## config.mk

```make
export PLATFORM = sky130hd
export DESIGN_NAME = round_pack_unit
export DESIGN_NICKNAME = d
export VERILOG_FILES = /design/src/rtl/round_pack_unit.sv
export SDC_FILE = /design/constraint.sdc
export NUM_CORES = 1
export LEC_CHECK = 0
export CAP_MARGIN = 15
export CORE_MARGIN = 5
export CORE_UTILIZATION = 51
export CTS_BUF_LIST = sky130_fd_sc_hd__clkbuf_4
export DETAILED_ROUTE_END_ITERATION = 6
export PLACE_DENSITY = 0.78
export SYNTH_ARGS = -nofsm -noshare
export SYNTH_HDL_FRONTEND = slang
export SYNTH_SLANG_ARGS = --single-unit
```

## constraint.sdc

```tcl
create_clock -name Clk -period 3.6 [get_ports Clk]
set_input_delay 0.54 -clock Clk [delete_from_list [all_inputs] [get_ports Clk]]
set_output_delay 0.54 -clock Clk [all_outputs]
set_load 0.1 [all_outputs]
```

## src/rtl/round_pack_unit.sv

```systemverilog
// Round-to-nearest-even and IEEE-754 single-precision pack stage behind the normalizer.
// Define OVF_SATURATE_EN to saturate overflow to max finite instead of signed infinity.
module round_pack_unit #(
  parameter int                 MANT_W  = 24,
  parameter int                 EXP_W   = 8,
  parameter logic [EXP_W-1:0]   EXP_MAX = 8'hFF
) (
  input  logic                      Clk,
  input  logic                      Reset,
  input  logic                      enable,
  input  logic                      sign,
  input  logic [MANT_W-1:0]         mantissa,
  input  logic [EXP_W-1:0]          exponent,
  input  logic                      guard,
  input  logic                      round,
  input  logic                      sticky,
  output logic [EXP_W+MANT_W-1:0]   result,
  output logic                      valid,
  output logic                      busy,
  output logic                      overflow,
  output logic                      underflow
);

  localparam int RES_W = EXP_W + MANT_W;

  typedef enum logic [2:0] {IDLE, ROUND, ADJUST, PACK, DONE} state_t;

  function automatic logic rne_inc(input logic lsb, input logic g, input logic r, input logic s);
    return g & (r | s | lsb);
  endfunction

  function automatic logic [RES_W-1:0] ovf_value(input logic sgn);
`ifdef OVF_SATURATE_EN
    return {sgn, EXP_MAX - EXP_W'(1), {(MANT_W-1){1'b1}}};
`else
    return {sgn, EXP_MAX, {(MANT_W-1){1'b0}}};
`endif
  endfunction

  state_t             state_q, state_d;
  logic               enable_prev_q;
  logic [RES_W-1:0]   result_q, result_d;
  logic               valid_q, valid_d;
  logic               busy_q, busy_d;
  logic               ovf_q, ovf_d;
  logic               unf_q, unf_d;

  logic               sign_q, sign_d;
  logic [MANT_W-1:0]  mant_q, mant_d;
  logic [EXP_W-1:0]   exp_q, exp_d;
  logic               g_q, g_d, r_q, r_d, s_q, s_d;
  logic [MANT_W:0]    sum_q, sum_d;
  logic [MANT_W-1:0]  norm_q, norm_d;
  logic [EXP_W:0]     exp9_q, exp9_d;
  logic               start;

  always_comb begin
    start    = enable & ~enable_prev_q;
    state_d  = state_q;
    result_d = result_q;
    valid_d  = valid_q;
    busy_d   = busy_q;
    ovf_d    = ovf_q;
    unf_d    = unf_q;
    sign_d   = sign_q;
    mant_d   = mant_q;
    exp_d    = exp_q;
    g_d      = g_q;
    r_d      = r_q;
    s_d      = s_q;
    sum_d    = sum_q;
    norm_d   = norm_q;
    exp9_d   = exp9_q;
    case (state_q)
      IDLE: begin
        if (start) begin
          sign_d  = sign;
          mant_d  = mantissa;
          exp_d   = exponent;
          g_d     = guard;
          r_d     = round;
          s_d     = sticky;
          ovf_d   = 1'b0;
          unf_d   = 1'b0;
          busy_d  = 1'b1;
          state_d = ROUND;
        end
      end
      ROUND: begin
        sum_d   = {1'b0, mant_q} + (MANT_W+1)'(rne_inc(mant_q[0], g_q, r_q, s_q));
        state_d = ADJUST;
      end
      ADJUST: begin
        // 9-bit exponent so a carry out of 0xFF is seen as overflow, not wrap
        if (sum_q[MANT_W]) begin
          norm_d = sum_q[MANT_W:1];
          exp9_d = {1'b0, exp_q} + (EXP_W+1)'(1);
        end else begin
          norm_d = sum_q[MANT_W-1:0];
          exp9_d = {1'b0, exp_q};
        end
        state_d = PACK;
      end
      PACK: begin
        if (norm_q == '0) begin
          result_d = {sign_q, {(RES_W-1){1'b0}}};
        end else if (exp9_q == '0) begin
          result_d = {sign_q, {(RES_W-1){1'b0}}};
          unf_d    = 1'b1;
        end else if (exp9_q >= {1'b0, EXP_MAX}) begin
          result_d = ovf_value(sign_q);
          ovf_d    = 1'b1;
        end else begin
          result_d = {sign_q, exp9_q[EXP_W-1:0], norm_q[MANT_W-2:0]};
        end
        valid_d = 1'b1;
        state_d = DONE;
      end
      DONE: begin
        valid_d = 1'b0;
        busy_d  = 1'b0;
        state_d = IDLE;
      end
      default: state_d = IDLE;
    endcase
  end

  always_ff @(posedge Clk or negedge Reset) begin
    if (!Reset) begin
      state_q       <= IDLE;
      enable_prev_q <= 1'b0;
      result_q      <= '0;
      valid_q       <= 1'b0;
      busy_q        <= 1'b0;
      ovf_q         <= 1'b0;
      unf_q         <= 1'b0;
    end else begin
      state_q       <= state_d;
      enable_prev_q <= enable;
      result_q      <= result_d;
      valid_q       <= valid_d;
      busy_q        <= busy_d;
      ovf_q         <= ovf_d;
      unf_q         <= unf_d;
    end
  end

  // Datapath holding registers carry no reset; they are always written before use
  always_ff @(posedge Clk) begin
    sign_q <= sign_d;
    mant_q <= mant_d;
    exp_q  <= exp_d;
    g_q    <= g_d;
    r_q    <= r_d;
    s_q    <= s_d;
    sum_q  <= sum_d;
    norm_q <= norm_d;
    exp9_q <= exp9_d;
  end

  assign result    = result_q;
  assign valid     = valid_q;
  assign busy      = busy_q;
  assign overflow  = ovf_q;
  assign underflow = unf_q;

endmodule

```

==> metrics.md, run 1 <==
| Metric | Value |
|---|---|
| Status | `complete, no violations` |
| Layout cells sized above 1 | `0.1399` |
| WP data arrival | `2.04 ns` |
| Achievable Freq | `387.4 MHz` |
| Die Area | `0.01278 mm^2` |
| Clock skew | `0.01737 ns` |
| Die height | `113.1 um` |
| Buffers on Ports | `74` |
| Total number of vias | `3,245` |
| Count leader, synth | `edfxtp_1` |
| PD cells | `897.2 mW/mm^2` |
| Antenna violations before repair | `1` |
| Core Region | `0.01032 mm^2` |
| CP Launch Type | `register` |
| Yosys warns | `0` |
| HPWL Detailed | `6486 um` |
| Unrepaired setup endpoints after global routing | `false` |
| Type of the worst setup path | `register to output pin` |
| Post-cts sizing count | `0` |
| GP Congestion | `0.8196` |
| Fillers | `758` |
| Worst r2r src | `exp9_q[6]` |
| Top delay family on crit path | `buffers and inverters` |
| CP cell instances | `clkdlybuf4s50_1` |
| Synth top area share | `0.5211` |
| Crit share post-route | `0.7170` |
| Largest stage delay, worst path | `1.14 ns` |
| DP Area | `0.006277 mm^2` |
| Post-layout minimum cycle time | `2.581 ns` |
| Root Driver | `clkbuf_4` |
| Dominant cells by area after synthesis | `edfxtp_1, dfrtp_1, mux2_2, xnor2_1, o21ai_0` |
| Cell depth of the worst setup path | `1` |
| Flops & latches, synth | `134` |
| Grt ovf | `0` |
| Setup TNS | `0 ns` |
| Die Span X | `113.1 um` |
| Wirelength per Cell | `14.62 um` |
| Final antenna-violating net count | `0` |
| Main synth FF type | `edfxtp_1` |
| Yosys cell types | `35` |
| Total track usage | `0.1488` |
| Reg clk slew, reported paths | `0.12 ns` |
| Slew at the pin with the worst max-slew slack | `1.030 ns` |
| Worst R2R End | `result[8]` |
| FF-to-FF path depth | `3` |
| Starting Density | `0.5247` |
| Core Rows | `37` |
| Post-CTS setup buffers | `0` |
| # IOs | `75` |
| Area grow syn2layout | `21.71%` |
| Worst reg-to-reg setup slack | `1.36 ns` |
| First-pass GRT wire length | `14,880 um` |
| Initial DRC count | `263` |
| CP Capture Type | `output pin` |
| CTS tree | `yes` |
| Maximum clock path buffer count | `2` |
| Hold Buf Count CTS | `0` |
| Post-synth EDFFs | `94` |
| Post-synth top area cell | `edfxtp_1` |
| Synth Area per Inst | `13.85 um^2` |
| Largest net degree at the start of global routing | `41` |
| Max-cap violations | `0` |
| Peak VDD IR | `0.6297 mV` |
| Total routed wirelength | `9106 um` |
| P_leak | `0.002342 uW` |
| CP bufs+invs | `1` |
| Max-slew violations | `0` |
| Drt drc | `0` |
| Final Hold Fails | `0` |
| Drt first pass iters | `6` |
| Peak fanout along the critical path | `2` |
| Cells after Synth | `391` |
| Slew headroom | `0.3078` |
| Slowest CP cell | `clkdlybuf4s50_1` |
| Final Util | `0.6386` |
| Fin area | `0.006593 mm^2` |
| Tightest Hold Check Type | `input pin to async pin` |
| CTS sink cnt | `134` |
| Vias in the first global route | `3,215` |
| Final setup fails | `0` |
| Post-Syn Nets | `432` |
| Net count, final | `514` |
| Register area share after synthesis | `0.7059` |
| Skew-Pair Late Insertion Delay | `0.51 ns` |
| Clock buffer count from CTS | `17` |
| Fraction of registers with async set/reset | `0.2985` |
| H-tree levels | `4` |
| DR vias/cell | `5.209` |
| Worst path required time | `3.06 ns` |
| Post-Synthesis Cell Area | `0.005416 mm^2` |
| Most frequent cells after synthesis | `edfxtp_1, nand2_1, dfrtp_1, o21ai_0, nand3_1` |
worst register-to-register path: cells and delay by family (launching register included):
| family | cells | cell delay [ns] |
|---|---|---|
| AO/OA/AOI/OAI | 1 | 0.26 |
| flip-flops | 1 | 0.42 |
| AND/OR/NAND/NOR | 2 | 1.42 |
registers in the layout, indices dropped and copies added, names as in the netlist:
register / cells
result: 32
sum_q: 25
mant_q: 24
norm_q: 24
exp9_q: 9
exp_q: 8
state_q: 3
busy: 1
enable_prev_q: 1
g_q: 1
overflow: 1
r_q: 1
s_q: 1
sign_q: 1
underflow: 1
valid: 1
worst max-delay path by stage:
stage | slack [ns] | to | startpoint
global placement | 0.92 | mant_q[6] | enable
finish | 1.02 | result[11] | result[11]
floorplan | 0.17 | exp9_q[0] | state_q[0]
CTS | 0.96 | result[6] | result[6]
global route | 0.90 | result[6] | result[6]
detailed placement | 0.88 | mant_q[10] | enable
through the flow:
| step | hold WS [ns] | cells | total power, uW | setup WS [ns] |
|---|---|---|---|---|
| after CTS | 0.1046 | 622 | 5953 | 0.9637 |
| after global placement | 0.4222 | 590 | 4818 | 0.9177 |
| final | 0.1195 | 623 | 5915 | 1.019 |
| after floorplan | 0.2444 | 391 | 4293 | 0.1714 |
| after detailed placement | 0.4273 | 590 | 4884 | 0.8798 |
| after global routing | 0.1358 | 623 | 6201 | 0.9012 |
kinds of logic (layout without fill, tap and decap cells):
group	after synthesis	after routing	share of synthesized area
other cells	0	1	0
compound gates	49	49	0.04620
buf+inv	19	114	0.01917
simple gates	133	133	0.1257
flops	134	134	0.7059
xor+xnor	30	30	0.04851
mux	24	24	0.04990
fa+ha+maj	2	2	0.004619
per-layer routing:
layer / wire [um] / track usage
met1: 3934 / 0.1810
met2: 4501 / 0.2441
met3: 539 / 0.04973
met4: 130 / 0.06250
met5: 0 / 0
power by group:
group          internal, uW  switching (uW)
clock network           544             527
logic                   582            1730
registers              2230             305
total                  3360            2560
cells in the final DEF (no fill, tap or decap), types with 2 or more instances in the layout:
cell type        count
edfxtp_1            94
clkdlybuf4s50_1     73
nand2_1             50
dfrtp_1             40
o21ai_0             39
nand3_1             32
mux2_2              24
xnor2_1             23
clkbuf_4            17
nand4_1             12
nor2_1              11
nor4_1               7
xor2_1               7
buf_4                5
and4_1               4
a21oi_1              4
o21ai_1              4
bufinv_16            4
and3_1               3
clkinv_4             3
inv_2                3
nor3_1               2
nor3b_2              2
inv_1                2
clkinv_1             2
ha_1                 2
clkinv_2             2
layout make-up:
class                      instances  area (um^2)  share of cell area
sequential                       134         3824              0.5800
clock inverter                    15        185.2             0.02809
timing repair buffer              79        773.2              0.1173
clock buffer                      17        127.6             0.01936
inverter                           3        11.26            0.001708
antenna                            1        2.502           0.0003796
multi-input combinational        238         1499              0.2274
tap                              136        170.2             0.02581
No activity file was read; power rests on OpenSTA's default activity.
==> run 2, diff against run 1 <==
clock period = 2.2 ns   (was 3.6 ns; I/O delays follow)
==> metrics.md, run 2 (synthesis results as in run 1) <==
| Metric | Value |
|---|---|
| Clock skew | `0.02233 ns (+0.004951 ns)` |
| Achievable Freq | `519.3 MHz` |
| Final antenna-violating net count | `0 (unchanged)` |
| Vias in the first global route | `3,272 (+1.8%)` |
| Register Area | `0.003824 mm^2 (unchanged)` |
| Layout cells sized above 1 | `0.2202 (+0.08028)` |
| Grt ovf | `0 (unchanged)` |
| Worst R2R End | `sum_q[18]` |
| Clock buffer count from CTS | `17 (unchanged)` |
| Slew at the pin with the worst max-slew slack | `0.8525 ns (-0.1779 ns)` |
| Total power | `9524 uW (+61%)` |
| Wirelength per Cell | `14.37 um (-1.7%)` |
| Largest net degree at the start of global routing | `41 (unchanged)` |
| Antenna violations before repair | `0 (-1)` |
| Type of the worst setup path | `register to register` |
| # IOs | `75 (unchanged)` |
| Reg clk slew, reported paths | `0.10 ns (-0.02 ns)` |
| Max-cap violations | `0 (unchanged)` |
| Maximum clock path buffer count | `2 (unchanged)` |
| DR vias/cell | `5.227 (+0.34%)` |
| Drt first pass iters | `6 (unchanged)` |
| Status | `complete, no violations` |
| Psw | `4163 uW (+63%)` |
| Total number of vias | `3,298 (+1.6%)` |
| Max-slew violations | `0 (unchanged)` |
| GP Congestion | `0.7886 (-3.8%)` |
| Root Driver | `clkbuf_4` |
| Cell-internal power | `5361 uW (+60%)` |
| Worst r2r src | `g_q` |
| Most frequent cells in the layout | `edfxtp_1, nand2_1, buf_4, dfrtp_1, o21ai_0` |
| Final Hold Fails | `0 (unchanged)` |
| PD cells | `1450 mW/mm^2 (+62%)` |
| Crit share post-route | `0.8753` |
| Worst path required time | `2.46 ns (-0.60 ns)` |
| First-pass GRT wire length | `15,250 um (+2.5%)` |
| H-tree levels | `4 (unchanged)` |
| Slew headroom | `0.4316 (+0.1238)` |
| Buffers on Ports | `74 (unchanged)` |
| Multi-input logic area | `0.001511 mm^2 (+0.83%)` |
| CP Capture Type | `register` |
| Unrepaired setup endpoints after global routing | `false` |
| CP endpoint | `sum_q[18]` |
| Sequential share of power | `0.430 (about the same)` |
| Final Util | `0.6360 (-0.002545)` |
| Core Region | `0.01032 mm^2 (unchanged)` |
| CTS tree | `yes` |
| Most used cell, CP | `nand4_1` |
| FF-to-FF path depth | `6 (+3)` |
| Clock network power share | `0.168 (-0.013)` |
| Tightest Hold Check Type | `input pin to register` |
| Largest stage delay, worst path | `0.44 ns (-0.70 ns)` |
| Skew-Pair Late Insertion Delay | `0.51 ns (about the same)` |
| Starting Density | `0.5247 (unchanged)` |
| Area grow syn2layout | `21.23%` |
| Worst setup startpoint | `g_q` |
| Worst reg-to-reg setup slack | `0.27 ns (-1.09 ns)` |
| Die height | `113.1 um (unchanged)` |
| Core Rows | `37 (unchanged)` |
| Total track usage | `0.1521 (+0.003277)` |
| Peak VDD IR | `0.9656 mV (+53%)` |
| Initial DRC count | `215 (-18%)` |
| Fillers | `755 (-0.40%)` |
| Antenna cell count | `0 (-1)` |
| Post-layout minimum cycle time | `1.926 ns` |
| CTS sink cnt | `134 (unchanged)` |
| Logic pwr share | `0.402 (+0.012)` |
| Final setup fails | `0 (unchanged)` |
| Commonest non-fill, non-tap cell in the layout | `edfxtp_1` |
| Slowest CP cell | `nor4_1` |
| Die Span X | `113.1 um (unchanged)` |
| CP Launch Type | `register` |
| P_leak | `0.002415 uW (+3.1%)` |
| Net count, final | `523 (+1.8%)` |
| Total routed wirelength | `9067 um (-0.43%)` |
| Die Area | `0.01278 mm^2 (unchanged)` |
| HPWL Detailed | `6557 um (+1.1%)` |
| Sw frac | `0.4371 (+0.004780)` |
| Drt drc | `0 (unchanged)` |
| Number of flip-flops in the largest register | `32 (unchanged)` |
| Peak fanout along the critical path | `4 (+2)` |
| CP cell instances | `and2_1 -> ha_1 -> nand4_1 -> nor4_1 -> nand4_1 -> xnor2_1` |
| WP data arrival | `2.19 ns (+0.15 ns)` |
## run 2: through the flow
step / cells / instance area (um^2) / TNS [ns] / hold slack, ns / worst slack [ns]
after floorplan: 391 / 5430 / -1.943 / 0.03441 / -0.05889
after global placement: 598 / 6276 / -4.463 / 0.4647 / -0.1336
after detailed placement: 598 / 6276 / -5.441 / 0.4733 / -0.1612
after CTS: 631 / 6566 / 0 / 0.2333 / 0.2829
after global routing: 631 / 6566 / 0 / 0.2457 / 0.1886
final: 631 / 6566 / 0 / 0.2911 / 0.2744
## run 2: final cells by class
cell class                      instances  area share
Inverter                                3    0.002287
Clock buffer                           19     0.02172
Clock inverter                         13     0.02096
Timing Repair Buffer                   88      0.1166
Tap cell                              136     0.02591
Multi-Input combinational cell        238      0.2302
Sequential cell                       134      0.5823
## run 2: critical path: cells and delay by family, from the launching register on
kind                       cells  cell delay, ns
xor gates and xnor gates       1            0.16
adders and majority gates      1            0.22
DFF                            1            0.40
and+or+nand+nor                4            0.89
## run 2: how the worst min path moves through the flow
stage	startpoint	end	slack, ns	cells past startpoint
2_1_floorplan	Reset	busy	0.03	0
3_3_place_gp	result[31]	result[31]	0.46	2
3_5_place_dp	result[12]	result[12]	0.47	2
4_1_cts	enable	enable_prev_q	0.23	1
5_1_grt	enable	enable_prev_q	0.25	1
6_report	enable	enable_prev_q	0.29	1
## run 2: repair_timing
action,4_1_cts,5_1_grt
hold buffers,1,0
buffers inserted,0,0
gates resized for setup,0,0
endpoints found under the hold margin,40,0
## run 2: power by group through the flow
stage / sequential (uW) / clock [uW] / combinational (uW)
floorplan: 5980 / 0 / 1040
detailed placement: 4150 / 0 / 3840
global route: 4190 / 1760 / 4030
finish: 4100 / 1600 / 3820
global placement: 4100 / 0 / 3780
CTS: 4100 / 1650 / 3850
## run 2: metal layers
layer  up-vias  share of wire  GRT usage
li1       1636              -          -
met2       105           0.48     0.2330
met1      1549           0.45     0.1945
met5         -              0          0
met4         0          0.010    0.07452
met3         8          0.060    0.05187
